[config.mk]
export PLATFORM = sky130hd
export DESIGN_NAME = cc_cond_unit
export DESIGN_NICKNAME = d
export VERILOG_FILES = /design/src/rtl/cc_cond_unit.sv
export SDC_FILE = /design/constraint.sdc
export NUM_CORES = 1
export LEC_CHECK = 0
export ABC_CLOCK_PERIOD_IN_PS = 7350
export CORE_MARGIN = 4
export CORE_UTILIZATION = 44
export CTS_CLUSTER_SIZE = 12
export DETAILED_ROUTE_END_ITERATION = 6
export GPL_TIMING_DRIVEN = 0
export PLACE_DENSITY_LB_ADDON = 0.1
export SKIP_CTS_REPAIR_TIMING = 1
export SLEW_MARGIN = 5
export SYNTH_ARGS = -nofsm -noshare
export SYNTH_HDL_FRONTEND = slang
export SYNTH_SLANG_ARGS = --single-unit
export TNS_END_PERCENT = 10
[constraint.sdc]
create_clock -name clk -period 7.35 [get_ports clk]
set_input_delay 2.205 -clock clk [delete_from_list [all_inputs] [get_ports clk]]
set_output_delay 2.205 -clock clk [all_outputs]
set_load 0.01 [all_outputs]
[src/rtl/cc_cond_unit.sv]
`default_nettype none
// +----------------------------------------------------------------------+
// | Module      : cc_cond_unit                                           |
// | Description : Execute-stage condition-code register, jump/cmov       |
// |               condition evaluator and execute-to-memory pipeline     |
// |               register for the ALU result and condition.             |
// | Revision    : 1.0 - initial release                                  |
// +----------------------------------------------------------------------+
module cc_cond_unit (
  input  logic        clk,
  input  logic        rst,
  input  logic [63:0] alu_out,
  input  logic        alu_of,
  input  logic        set_cc,
  input  logic        cc_block,
  input  logic [3:0]  ifun,
  input  logic        m_stall,
  input  logic        m_bubble,
  output logic [2:0]  cc,
  output logic        e_cnd,
  output logic [63:0] m_vale,
  output logic        m_cnd
);

  // Condition-code reset value: ZF set, SF and OF clear.
  localparam logic [2:0] c_CC_RESET = 3'b100;

  // Function codes selecting the jump / conditional-move condition.
  localparam logic [3:0] c_FN_ALWAYS = 4'd0;
  localparam logic [3:0] c_FN_LE     = 4'd1;
  localparam logic [3:0] c_FN_L      = 4'd2;
  localparam logic [3:0] c_FN_E      = 4'd3;
  localparam logic [3:0] c_FN_NE     = 4'd4;
  localparam logic [3:0] c_FN_GE     = 4'd5;
  localparam logic [3:0] c_FN_G      = 4'd6;

  logic [2:0]  r_cc;
  logic [63:0] r_m_vale;
  logic        r_m_cnd;

  logic [2:0]  w_cc_new;
  logic        w_cc_we;
  logic        w_zf;
  logic        w_sf;
  logic        w_of;
  logic        w_sf_xor_of;
  logic        w_cnd;

  // Flags derived from the current ALU result; written only by a flag-setting
  // instruction that no later-stage exception has cancelled.
  assign w_cc_new = {(alu_out == 64'd0), alu_out[63], alu_of};
  assign w_cc_we  = set_cc && !cc_block;

  // Condition evaluation always looks at the stored flags, i.e. the flags of
  // the previous flag-setting instruction.
  assign w_zf        = r_cc[2];
  assign w_sf        = r_cc[1];
  assign w_of        = r_cc[0];
  assign w_sf_xor_of = w_sf ^ w_of;

  // Condition-code register.
  always_ff @(posedge clk or posedge rst) begin
    if (rst) begin
      r_cc <= c_CC_RESET;
    end else if (w_cc_we) begin
      r_cc <= w_cc_new;
    end
  end

  // Decode the selected condition from the stored flags; reserved codes are false.
  always_comb begin
    w_cnd = 1'b0;
    case (ifun)
      c_FN_ALWAYS: w_cnd = 1'b1;
      c_FN_LE:     w_cnd = w_sf_xor_of | w_zf;
      c_FN_L:      w_cnd = w_sf_xor_of;
      c_FN_E:      w_cnd = w_zf;
      c_FN_NE:     w_cnd = !w_zf;
      c_FN_GE:     w_cnd = !w_sf_xor_of;
      c_FN_G:      w_cnd = !w_sf_xor_of && !w_zf;
      default:     w_cnd = 1'b0;
    endcase
  end

  // Memory-stage pipeline register: a bubble overrides a stall.
  always_ff @(posedge clk or posedge rst) begin
    if (rst) begin
      r_m_vale <= 64'd0;
      r_m_cnd  <= 1'b0;
    end else if (m_bubble) begin
      r_m_vale <= 64'd0;
      r_m_cnd  <= 1'b0;
    end else if (!m_stall) begin
      r_m_vale <= alu_out;
      r_m_cnd  <= w_cnd;
    end
  end

  assign cc     = r_cc;
  assign e_cnd  = w_cnd;
  assign m_vale = r_m_vale;
  assign m_cnd  = r_m_cnd;

endmodule
`default_nettype wire

# After elaboration in Yosys (flattened, before gate mapping)
# Cells that the tools add are included.
dict set report totals {
  register_bits 68
  input_bits 75
}
dict set report classes {
  n_eq_ne 7
  n_mux 5
  bitwise 2
  n_reduce_logical 7
}
# operator count
set ops {}
lappend ops {{$mux W64} 2}
lappend ops {{$logic_not A64 Y1} 1}
lappend ops {{$eq A4 B3 Y1 const B} 3}
lappend ops {{$eq A4 B2 Y1 const B} 2}
lappend ops {{$pmux W1 S7} 1}
lappend ops {{$eq A4 B1 Y1 const B} 1}
lappend ops {{$logic_not A4 Y1} 1}
lappend ops {{$logic_not A1 Y1} 3}
lappend ops {{$logic_and A1 B1 Y1} 2}
lappend ops {{$mux W1} 2}
lappend ops {{$ne A2 B1 Y1 const B} 1}
lappend ops {{$or A1 B1 Y1} 1}
lappend ops {{$xor A1 B1 Y1} 1}

# Longest topological paths before layout
# Gate-level depths: netlist (run 1).
dict set report logic_depth {
  ltp_word 6
  depth_mapped 5
  depth_no_buf 5
}

# Least setup slack after synthesis (run 1)
# OpenSTA, ideal clock, no wires.
dict set report synth_path {
  path_type {input to output}
  startpoint {input ifun[2]}
  endpoint {output e_cnd}
  t_arrival_ps 2819
  slack_ps 2326
  cell_stages 4
  path_cell_list {or2_1 > a21oi_1 > nor3_1 > nor2_1}
}
dict set report synth_via {
  elab_chain_cells 2
  word_cells_on_any_way 8
  cone_classes {6 x eq/ne; 1 x mux; 1 x reduce/logical}
}
# element line
set synth_lines {}
lappend synth_lines {{start: declaration} 16} ;# input logic [3:0] ifun,
lappend synth_lines {{$eq A4 B3 Y1 (tied with other cells)} 73} ;# case (ifun)
lappend synth_lines {{$pmux W1 S7 *} 73}
lappend synth_lines {{end: declaration} 20} ;# output logic e_cnd,
# Mark *: on every way between the ends. The rest lies on a longest branch, timed or not.

# Worst setup path in the final report (run 1)
# Same ends and word-level chain as after synthesis.

==> impl_metrics.csv, run 1 <==
group,metric,value,unit
timing,rsz0062_at_grt,"no",
drt,dr.pass1.iters,4,
floorplanning,die_w,89.91,µm
setup_path,critical_path_class,"input pin to output pin",
synth,yosysTopAreaCell,"dfrtp_1",
floorplanning,die_h,89.91,µm
placed_design,place.gp.congestion,0.8037,
setup_path,cp_max_fo,5,
timing,relSlewSlack,0.4465,
setup_path,path_cells,"clkdlybuf4s50_1 > or2_1 > a21oi_1 > nor3_1 > nor2_1 > clkdlybuf4s50_1",
flow_run,cap_violations,0,
global_routing,grt_max_degree,69,
timing,tightestPinTransition,0.8303,ns
layout,layout-drive-gt1-share,0.07543,
floorplanning,start_util,0.4596,
drt,wirelength,8022,µm
cts,cts_sinks,68,
drt,initialDrtViolationCount,54,
layout,design_area,0.004664,mm²
synth,netlist-cell-type-count,26,
synth,ys_seq_area_frac,0.5769,
run_status,status,"complete, no violations",
cts,cts_tree,"done",
floorplanning,pin_count,144,
setup_path,crit_top_cell,"clkdlybuf4s50_1",
layout,fill_cells,474,
cts,clk_latency,0.33,ns
floorplanning,die_area,0.008083,mm²
placed_design,dp_hpwl,6126,µm
timing,min_period,6.021,ns
pwr,p_per_area,191.4,mW/mm²
global_routing,grt_use_total,0.2041,
synth,synth-seq-cells,68,
timing,finClkSkew,0.004530,ns
global_routing,grt_pass1_wl,13020,µm
cts,cts-root-buf,"clkbuf_8",
cts,cts.htree.levels,3,
setup_path,slowest_delay,0.56,ns
timing,post-route-period-util,0.8192,
setup_path,critPathLaunchType,"input pin",
timing,setup_tns,0,ns
cts,clk_transition_reported_paths,0.07,ns
setup_path,critPathCaptureType,"output pin",
timing,hold_viol,0,
cts,numCtsBuffers,9,
placed_design,post_dp_cell_area,0.004462,mm²
synth,synth_area_leaders,"dfrtp_1 57%, mux2i_1 22%, nor2_1 8.5%",
drt,vias,2461,
layout,nets,481,
synth,yosys_warnings,0,
timing,max_freq,166.1,MHz
global_routing,gr-total-overflow,0,
timing,setup_viol,0,
synth,synth_area,0.002952,mm²
drt,drt-vias-per-instance,5.043,
synth,syn_nets,329,
cts,clockBufferDepth,2,
setup_path,cp.required,5.14,ns
placed_design,pre_cts_ws,1.319,ns
synth,synth_cells,254,
synth,netlist.area_leader.share,0.5680,
setup_path,crit_family,"buffers and inverters",
global_routing,grt_pass1_vias,2663,
layout,antennaDiodeCount,0,
setup_path,arrival,3.82,ns
drt,wl_per_cell,16.44,µm
timing,maxSlewViolCount,0,
synth,synth_area_per_cell,11.62,µm²
setup_path,slowest_stage,"clkdlybuf4s50_1",
drt,ant_nets,0,
layout,synthToLayoutAreaGrowth,58.03,%
drt,route.detailed.drc,0,
placed_design,io_buffer_count,141,
pwr,irDropWorstVdd,0.1349,mV
hold_path,hp-class,"flip-flop to flip-flop",
floorplanning,coreArea,0.006422,mm²
timing,fin_ws,1.329,ns
global_routing,antenna_found_initial,0,
setup_path,path_buf_inv,2,
floorplanning,num_rows,29,
pwr,total_leakage_power,2.123,nW
cells by family after synthesis:
logic type / Yosys count / share of synthesized area
compound gates: 7 / 0.01399
xor+xnor: 1 / 0.002968
simple gates: 95 / 0.1526
mux: 66 / 0.2247
buf+inv: 17 / 0.02883
flops: 68 / 0.5769
per-layer routing:
metal / vias up / global-route usage / wire (µm)
met5: - / 0 / 0
met4: 0 / 0.06505 / 97
met3: 10 / 0.07679 / 641
met2: 89 / 0.3333 / 3750
met1: 1175 / 0.2518 / 3533
li1: 1187 / - / -
final timing paths:
path	from	end	slack [ns]	depth (start not counted)
max in group asynchronous	rst	m_vale[13]	4.42	2
setup reg to reg	cc[0]	m_cnd	5.99	5
setup / recovery	ifun[2]	e_cnd	1.33	6
min in group asynchronous	rst	m_vale[48]	2.38	2
hold reg to reg	cc[2]	cc[2]	0.52	2
hold / removal	cc[2]	cc[2]	0.52	2
cell usage after synthesis (all sizes together):
master  count
nand3b      1
clkbuf      7
nor3        1
nand2       2
a31oi       1
nor2       67
nand2b      1
dfrtp      67
mux2i      64
a21oi       3
and2b       1
buf         8
o31ai       1
xnor2       1
or2         1
dfstp       1
mux2        2
nand4       4
inv         2
nor4       17
o21ai       1
a21boi      1
final cells by class:
| type | instances | area, µm² | share of cell area |
|---|---|---|---|
| Sequential cell | 68 | 1703 | 0.3651 |
| Timing Repair Buffer | 141 | 1411 | 0.3026 |
| Multi-Input combinational cell | 169 | 1164 | 0.2495 |
| Clock buffer | 12 | 155.1 | 0.03326 |
| Tap cell | 77 | 96.34 | 0.02065 |
| Buffer | 15 | 77.57 | 0.01663 |
| Clock inverter | 4 | 47.55 | 0.01019 |
| Inverter | 2 | 10.01 | 0.002146 |
worst reg2reg max path: cells and delay by family (launching register included):
family,cells,cell delay [ns]
and+or+nand+nor,1,0.16
AOI/OAI and AO/OA,3,0.42
xor gates and xnor gates,1,0.26
DFF,1,0.40
power by group:
part / switching (mW) / leakage [nW] / total [mW] / internal [mW]
logic: 0.0738 / 1.12 / 0.174 / 0.100
registers: 0.0121 / 0.897 / 0.408 / 0.396
clock network: 0.136 / 0.102 / 0.311 / 0.174
total: 0.222 / 2.12 / 0.893 / 0.670
cell usage in the layout, fill, tap and decap left out, types with 4 or more instances in the layout:
| master | instances |
|---|---|
| nand4_1 | 4 |
| nor4_1 | 13 |
| buf_4 | 5 |
| clkbuf_1 | 8 |
| dfrtp_1 | 67 |
| nor4_2 | 4 |
| nor2_1 | 67 |
| mux2i_1 | 64 |
| clkdlybuf4s50_1 | 141 |
| clkbuf_8 | 11 |
stage by stage:
step | power (mW) | utilization | hold WS [ns] | instances
global placement | 0.5877 | 0.6943 | 0.5024 | 472
finish | 0.8927 | 0.7263 | 0.5227 | 488
global route | 0.9318 | 0.7263 | 0.5514 | 488
CTS | 0.9037 | 0.7263 | 0.5217 | 488
floorplan | 0.4838 | - | 0.5079 | 254
detailed placement | 0.5909 | 0.6947 | 0.5118 | 472
state kept, by name, indices dropped and copies added, names as in the netlist:
name,flops
m_vale,64
m_cnd,1
cc,3
Power figures use the tool's default switching activity.
==> inputs of run 2 (changes only) <==
ABC_CLOCK_PERIOD_IN_PS = 4900   (was 7350)
CORE_UTILIZATION = 37   (was 44)
clock period = 4.9 ns   (was 7.35 ns; I/O delays follow)
==> run 2 against run 1 <==
- hold slack lost 0.0028 ns
- cell count grew 5.3%
- critical path depth is the same
- global-route usage shrank 2.4 points
- flip-flop and latch count is the same
- setup slack lost 1.0 ns
- non-clock buffer count grew 1
- clock-buffer cell count is the same
- critical endpoint unchanged
- largest power group unchanged
==> impl_metrics.csv, run 2 (synthesis results as in run 1) <==
group,metric,value,unit
timing,finClkSkew,0.006332,ns
floorplanning,die_w,97.32,µm
setup_path,cp.required,3.43,ns
hold_path,worstHoldStart,"cc[2]",
timing,maxSlewViolCount,0,
setup_path,reg2reg_to,"m_cnd",
cts,cts.htree.levels,3,
global_routing,grt_max_degree,67,
layout,layout-drive-gt1-share,0.07524,
timing,whs,0.5200,ns
hold_path,hold_path_end,"cc[2]",
timing,relSlewSlack,0.6338,
timing,tightestPinTransition,0.5442,ns
layout,largest_reg_flops,64,
hold_path,hp-class,"flip-flop to flip-flop",
pwr,p_per_area,292.3,mW/mm²
timing,max_freq,218.3,MHz
global_routing,grt_pass1_vias,2674,
drt,ant_nets,0,
floorplanning,die_h,97.32,µm
timing,post-route-period-util,0.9349,
placed_design,post_dp_cell_area,0.004521,mm²
floorplanning,die_area,0.009470,mm²
drt,initialDrtViolationCount,42,
hold_path,holdPathStages,2,
layout,antennaDiodeCount,0,
setup_path,cp_max_fo,5,
floorplanning,start_util,0.3820,
setup_path,r2r_slack,3.50,ns
placed_design,place.gp.congestion,0.7350,
run_status,status,"complete, no violations",
cts,cts_tree,"done",
pwr,p_total,1.385,mW
flow_run,cap_violations,0,
setup_path,r2r-start,"cc[0]",
drt,wirelength,8276,µm
floorplanning,coreArea,0.007727,mm²
floorplanning,num_rows,32,
timing,hold_viol,0,
pwr,total_leakage_power,2.140,nW
timing,min_period,4.581,ns
setup_path,arrival,3.11,ns
setup_path,critPathCaptureType,"output pin",
setup_path,critPathLaunchType,"input pin",
drt,route.detailed.drc,0,
cts,numCtsBuffers,9,
cts,cts-root-buf,"clkbuf_8",
cts,clk_latency,0.34,ns
placed_design,io_buffer_count,141,
setup_path,critical_path_class,"input pin to output pin",
pwr,irDropWorstVdd,0.1468,mV
drt,drt-vias-per-instance,4.833,
floorplanning,pin_count,144,
drt,wl_per_cell,16.10,µm
cts,clk_transition_reported_paths,0.07,ns
timing,setup_tns,0,ns
layout,ff_latch_area,0.001703,mm²
layout,final_common_cell,"clkdlybuf4s50_1",
global_routing,grt_use_total,0.1802,
layout,design_area,0.004738,mm²
global_routing,antenna_found_initial,0,
layout,mostFrequentLayoutCells,"141 x clkdlybuf4s50_1, 67 x nor2_1, 67 x dfrtp_1",
setup_path,ff2ff_path_depth,5,
layout,nets,482,
layout,fill_cells,657,
layout,synthToLayoutAreaGrowth,60.53,%
layout,multi_input_area,0.001164,mm²
placed_design,dp_hpwl,6316,µm
cts,clockBufferDepth,2,
timing,setup_viol,0,
global_routing,grt_pass1_wl,13510,µm
cts,cts_sinks,68,
global_routing,gr-total-overflow,0,
drt,vias,2484,
drt,dr.pass1.iters,4,
timing,rsz0062_at_grt,"no",
run 2: cell count changes in the layout (fill, tap and decap cells not counted):
cell,delta
clkinv_2,-1
buf_16,+1
clkbuf_1,+1
bufinv_16,+1
clkbuf_8,-1
run 2: power by group:
group          switching, mW  internal (mW)  leakage (nW)
Sequential            0.0181          0.594         0.897
Clock                  0.210          0.300         0.107
Combinational          0.110          0.153          1.14
Total                  0.338           1.05          2.14
run 2: through the flow:
step | worst slack [ns] | instances | util
2_1_floorplan | 1.346 | 254 | -
3_3_place_gp | 0.3386 | 497 | 0.5811
3_5_place_dp | 0.3201 | 498 | 0.5850
4_1_cts | 0.3127 | 514 | 0.6132
5_1_grt | 0.2082 | 514 | 0.6132
6_report | 0.3189 | 514 | 0.6132
run 2: worst max path at each step:
stage | from | endpoint | slack [ns] | cells past startpoint
finish | ifun[2] | e_cnd | 0.32 | 6
global route | ifun[2] | e_cnd | 0.21 | 6
CTS | ifun[2] | e_cnd | 0.31 | 6
detailed placement | ifun[2] | e_cnd | 0.32 | 6
global placement | ifun[2] | e_cnd | 0.34 | 6
floorplan | ifun[2] | e_cnd | 1.35 | 4
run 2: per-layer routing:
layer	track usage	wire, µm	vias to the layer above
met5	0	0	-
met3	0.06102	621	11
met4	0.06283	116	0
li1	-	-	1190
met1	0.2308	3632	1197
met2	0.2856	3906	86
run 2: cell type report:
class / instances / share of cell area
Buffer: 15 / 0.01637
Sequential cell: 68 / 0.3594
Inverter: 2 / 0.002112
Tap cell: 102 / 0.02693
Multi-Input combinational cell: 169 / 0.2456
Timing Repair Buffer: 142 / 0.3037
Clock inverter: 4 / 0.01532
Clock buffer: 12 / 0.03063
run 2: worst max-delay path, cell delays in order:
cell and delay, ns:
clkdlybuf4s50_1 0.47, or2_1 0.28, a21oi_1 0.17, nor3_1 0.08
nor2_1 0.08, clkdlybuf4s50_1 0.56
==> inputs of run 3 (changes only) <==
CTS_CLUSTER_SIZE = 20   (was 12)
SETUP_SLACK_MARGIN = 0.5   (was unset)
==> run 3 against run 2 <==
- clock-buffer cell count did not move
- die area did not move
- maximum frequency rose by 8.8%
- sequential power barely moved
- highest routed layer unchanged
- setup slack improved by 0.37 ns
- flip-flop and latch count did not move
- routed wire length rose by 0.29%
- critical path depth rose by 1
- largest power group unchanged
- clock power barely moved
- power rose by 0.20%
==> impl_metrics.csv, run 3 (synthesis results as in run 1) <==
group,metric,value,unit
floorplanning,die_h,97.32,µm
hold_path,worstHoldStart,"cc[2]",
layout,final_common_cell,"clkdlybuf4s50_1",
hold_path,hold_path_end,"cc[2]",
timing,max_freq,237.6,MHz
drt,route.detailed.drc,0,
timing,whs,0.5195,ns
floorplanning,start_util,0.3820,
timing,finClkSkew,0.007466,ns
timing,relSlewSlack,0.5992,
timing,fin_ws,0.6914,ns
setup_path,cp_max_fo,5,
drt,ant_nets,0,
floorplanning,coreArea,0.007727,mm²
cts,clk_transition_reported_paths,0.07,ns
setup_path,cp.required,3.43,ns
layout,nets,482,
cts,numCtsBuffers,9,
flow_run,cap_violations,0,
setup_path,crit_top_cell,"a21oi_1",
run_status,status,"complete, no violations",
timing,setup_viol,0,
timing,rsz0062_at_grt,"no",
cts,cts_tree,"done",
pwr,total_leakage_power,2.154,nW
setup_path,crit_family,"buffers and inverters",
timing,post-route-period-util,0.8589,
setup_path,slowest_stage,"clkdlybuf4s50_1",
setup_path,path_cells,"clkdlybuf4s50_1 > a21oi_1 > a31oi_1 > a21oi_1 > nor3_1 > nor2_1 > dlymetal6s2s_1",
drt,wirelength,8300,µm
setup_path,reg2reg_to,"m_cnd",
setup_path,critPathCaptureType,"output pin",
layout,mostFrequentLayoutCells,"140 x clkdlybuf4s50_1, 67 x nor2_1, 67 x dfrtp_1",
timing,setup_tns,0,ns
floorplanning,num_rows,32,
pwr,p_per_area,292.7,mW/mm²
setup_path,critical_path_class,"input pin to output pin",
pwr,p_total,1.388,mW
timing,maxSlewViolCount,0,
placed_design,io_buffer_count,141,
placed_design,post_dp_cell_area,0.004521,mm²
setup_path,path_buf_inv,2,
placed_design,place.gp.congestion,0.7350,
drt,dr.pass1.iters,4,
cts,clockBufferDepth,2,
drt,wl_per_cell,16.15,µm
global_routing,grt_max_degree,67,
timing,tightestPinTransition,0.5957,ns
drt,initialDrtViolationCount,42,
placed_design,dp_hpwl,6316,µm
drt,vias,2465,
setup_path,arrival,2.74,ns
hold_path,hp-class,"flip-flop to flip-flop",
setup_path,ff2ff_path_depth,5,
cts,cts.htree.levels,3,
layout,antennaDiodeCount,0,
setup_path,slowest_delay,0.53,ns
layout,synthToLayoutAreaGrowth,60.62,%
pwr,irDropWorstVdd,0.1470,mV
global_routing,grt_pass1_wl,13510,µm
cts,cts_sinks,68,
global_routing,antenna_found_initial,0,
floorplanning,die_area,0.009470,mm²
global_routing,grt_pass1_vias,2674,
floorplanning,die_w,97.32,µm
layout,largest_reg_flops,64,
layout,design_area,0.004741,mm²
drt,drt-vias-per-instance,4.796,
layout,layout-drive-gt1-share,0.07524,
global_routing,gr-total-overflow,0,
setup_path,r2r_slack,3.49,ns
timing,hold_viol,0,
placed_design,pre_cts_ws,0.3201,ns
setup_path,r2r-start,"cc[0]",
floorplanning,pin_count,144,
cts,clk_latency,0.34,ns
setup_path,critPathLaunchType,"input pin",
timing,min_period,4.209,ns
global_routing,grt_use_total,0.1802,
hold_path,holdPathStages,2,
cts,cts-root-buf,"clkbuf_8",
==> run 3: metal layers <==
metal / global-route usage / share of wire / vias up
met5: 0 / 0 / -
met4: 0.06283 / 0.015 / 0
met3: 0.06102 / 0.070 / 12
li1: - / - / 1190
met1: 0.2308 / 0.45 / 1179
met2: 0.2856 / 0.47 / 84
==> run 3: where the power goes <==
part | internal (mW) | leakage, nW | total, mW | switching, mW
clock | 0.300 | 0.107 | 0.513 | 0.213
sequential | 0.594 | 0.897 | 0.612 | 0.0181
combinational | 0.153 | 1.15 | 0.263 | 0.111
==> run 3: through the flow <==
| stage | cells | utilization |
|---|---|---|
| floorplan | 254 | - |
| global placement | 497 | 0.5811 |
| detailed placement | 498 | 0.5850 |
| CTS | 514 | 0.6132 |
| global route | 514 | 0.6135 |
| finish | 514 | 0.6135 |
==> run 3: worst reg2reg max path: stages, from the launching register on <==
cell and delay (ns):
dfrtp_1 0.40, xnor2_1 0.27, or2_1 0.17, a21oi_1 0.08
o31ai_1 0.25, a21oi_1 0.10
==> run 3: how the worst max path moves through the flow <==
stage / from / endpoint / slack (ns) / cells after the start
5_1_grt: ifun[2] / e_cnd / 0.57 / 7
4_1_cts: ifun[2] / e_cnd / 0.31 / 6
3_3_place_gp: ifun[2] / e_cnd / 0.34 / 6
3_5_place_dp: ifun[2] / e_cnd / 0.32 / 6
2_1_floorplan: ifun[2] / e_cnd / 1.35 / 4
6_report: ifun[2] / e_cnd / 0.69 / 7
==> run 3: cell type report <==
cell class,instances,area (µm²)
fillers,656,2987
well taps,102,127.6
flip-flops and latches,68,1703
clock buffers,12,145.1
plain buffers,15,77.57
repair buffers,142,1441
inverters,2,10.01
multi-input cells,169,1164
clock inverters,4,72.57
==> RTL edit: new RTL, settings of run 2 <==
Make the reset (`rst`) synchronous in 2 clocked blocks.
--- a/src/rtl/cc_cond_unit.sv
+++ b/src/rtl/cc_cond_unit.sv
@@ -61,3 +61,3 @@
   // Condition-code register.
-  always_ff @(posedge clk or posedge rst) begin
+  always_ff @(posedge clk) begin
     if (rst) begin
@@ -85,3 +85,3 @@
   // Memory-stage pipeline register: a bubble overrides a stall.
-  always_ff @(posedge clk or posedge rst) begin
+  always_ff @(posedge clk) begin
     if (rst) begin
Function: differs if rst is asserted again (counterexample within 4 cycles, from zero or initial values and one cycle with rst high); with rst held inactive, the same outputs for 10 cycles.
==> RTL edit against run 2 <==
  * Total power is 15% lower
  * Wire length is 12% lower
  * Setup slack improved by 0.084 ns
  * Largest cell class is now buffers
  * Critical endpoint unchanged
  * Clock power down 21%
  * Via count down 4.0%
  * Sequential cell count unchanged
  * Area after synthesis shrank 12%
  * Critical path type unchanged
  * Final area is 8.7% lower
==> RTL edit: results (changes against run 2) <==
| Metric | Value |
|---|---|
| Beginning of the critical path | `ifun[0] (was ifun[2])` |
| Met1 Wirelength | `3.343 mm (was 3.632 mm)` |
| RR Endpoint | `m_cnd$_SDFFE_PP0N_ (was m_cnd$_DFFE_PP0P_)` |
| Power Density | `272.9 nW/um2 (was 292.3 nW/um2)` |
| Share of layout cells above drive strength 1 | `5.769% (was 7.524%)` |
| DR iter-0 viols | `34 (was 42)` |
| Synth cell count leaders | `dfxtp_1 (68), mux2i_1 (65), nor2_1 (65) (was dfrtp_1 (67), nor2_1 (67), mux2i_1 (64))` |
| Placed instance count | `497 (was 498)` |
| Placer Congestion | `0.7588 (was 0.7350)` |
| Vias | `2384 (was 2484)` |
| Status | `complete, no violations (unchanged)` |
| Pin count of the biggest net entering global routing | `11 (was 67)` |
| FF-to-FF setup slack | `3.78 ns (was 3.50 ns)` |
| Pre-CTS WS | `0.4044 ns (was 0.3201 ns)` |
| Nets | `487 (was 482)` |
| Area after DPL | `4155 um2 (was 4521 um2)` |
| Worst R2R Path Depth | `4 (was 5)` |
| Combinational power | `0.000196 W (was 0.000263 W)` |
| Slew HR | `64.52% (was 63.38%)` |
| Synthesized area per cell | `10.09 um2 (was 11.62 um2)` |
| Area contributors post-synth | `dfxtp_1 (52%), mux2i_1 (25%), nor2_1 (9.4%) (was dfrtp_1 (57%), mux2i_1 (22%), nor2_1 (8.5%))` |
| Pleak | `1.733 nW (was 2.140 nW)` |
| VDD IR-drop max | `0.1626 mV (was 0.1468 mV)` |
| Met2 Wirelength | `3.358 mm (was 3.906 mm)` |
| Drt wl/cell | `14.26 um (was 16.10 um)` |
| Sequential area share after synthesis | `52.28% (was 57.69%)` |
| Net Count, Synth | `333 (was 329)` |
[RTL edit: worst min path at each step]
stage	start	to
after global placement	m_cnd$_SDFFE_PP0N_	m_cnd$_SDFFE_PP0N_
after global routing	m_cnd$_SDFFE_PP0N_	m_cnd$_SDFFE_PP0N_
after floorplan	cc[0]$_SDFFE_PP0P_	cc[0]$_SDFFE_PP0P_
final	m_cnd$_SDFFE_PP0N_	m_cnd$_SDFFE_PP0N_
after detailed placement	m_cnd$_SDFFE_PP0N_	m_cnd$_SDFFE_PP0N_
after CTS	m_cnd$_SDFFE_PP0N_	m_cnd$_SDFFE_PP0N_
[RTL edit: cell families (layout without fill, tap and decap cells)]
group                     count (synthesis)  in the layout  synth area share, %
AOI/OAI and AO/OA                         8              8                1.826
muxes                                    65             65                24.99
and+or+nand+nor                         101            101                18.07
xor gates and xnor gates                  1              1               0.3364
buffers and inverters                    15            173                2.498
DFF                                      68             68                52.28
[RTL edit: layout make-up]
| type | count | area, um2 | area share [%] |
|---|---|---|---|
| Buffer | 14 | 61.31 | 1.418 |
| Timing Repair Buffer | 143 | 1431 | 33.10 |
| Sequential cell | 68 | 1361 | 31.48 |
| Tap cell | 96 | 120.1 | 2.778 |
| Multi-Input combinational cell | 175 | 1177 | 27.23 |
| Clock buffer | 13 | 158.9 | 3.675 |
| Inverter | 1 | 3.754 | 0.08681 |
| Clock inverter | 2 | 10.01 | 0.2315 |
[RTL edit: layer usage]
layer	GRT usage (%)	vias to the layer above
met5	0	-
met4	6.683	0
met3	5.168	11
met2	27.07	77
met1	22.28	1090
li1	-	1206
[RTL edit: worst max-delay path, stage by stage]
cell	delay, ns
clkdlybuf4s50_1	0.54
nand3b_1	0.13
o211ai_1	0.09
a2bb2oi_1	0.17
nor2_1	0.09
clkdlybuf4s50_1	0.53
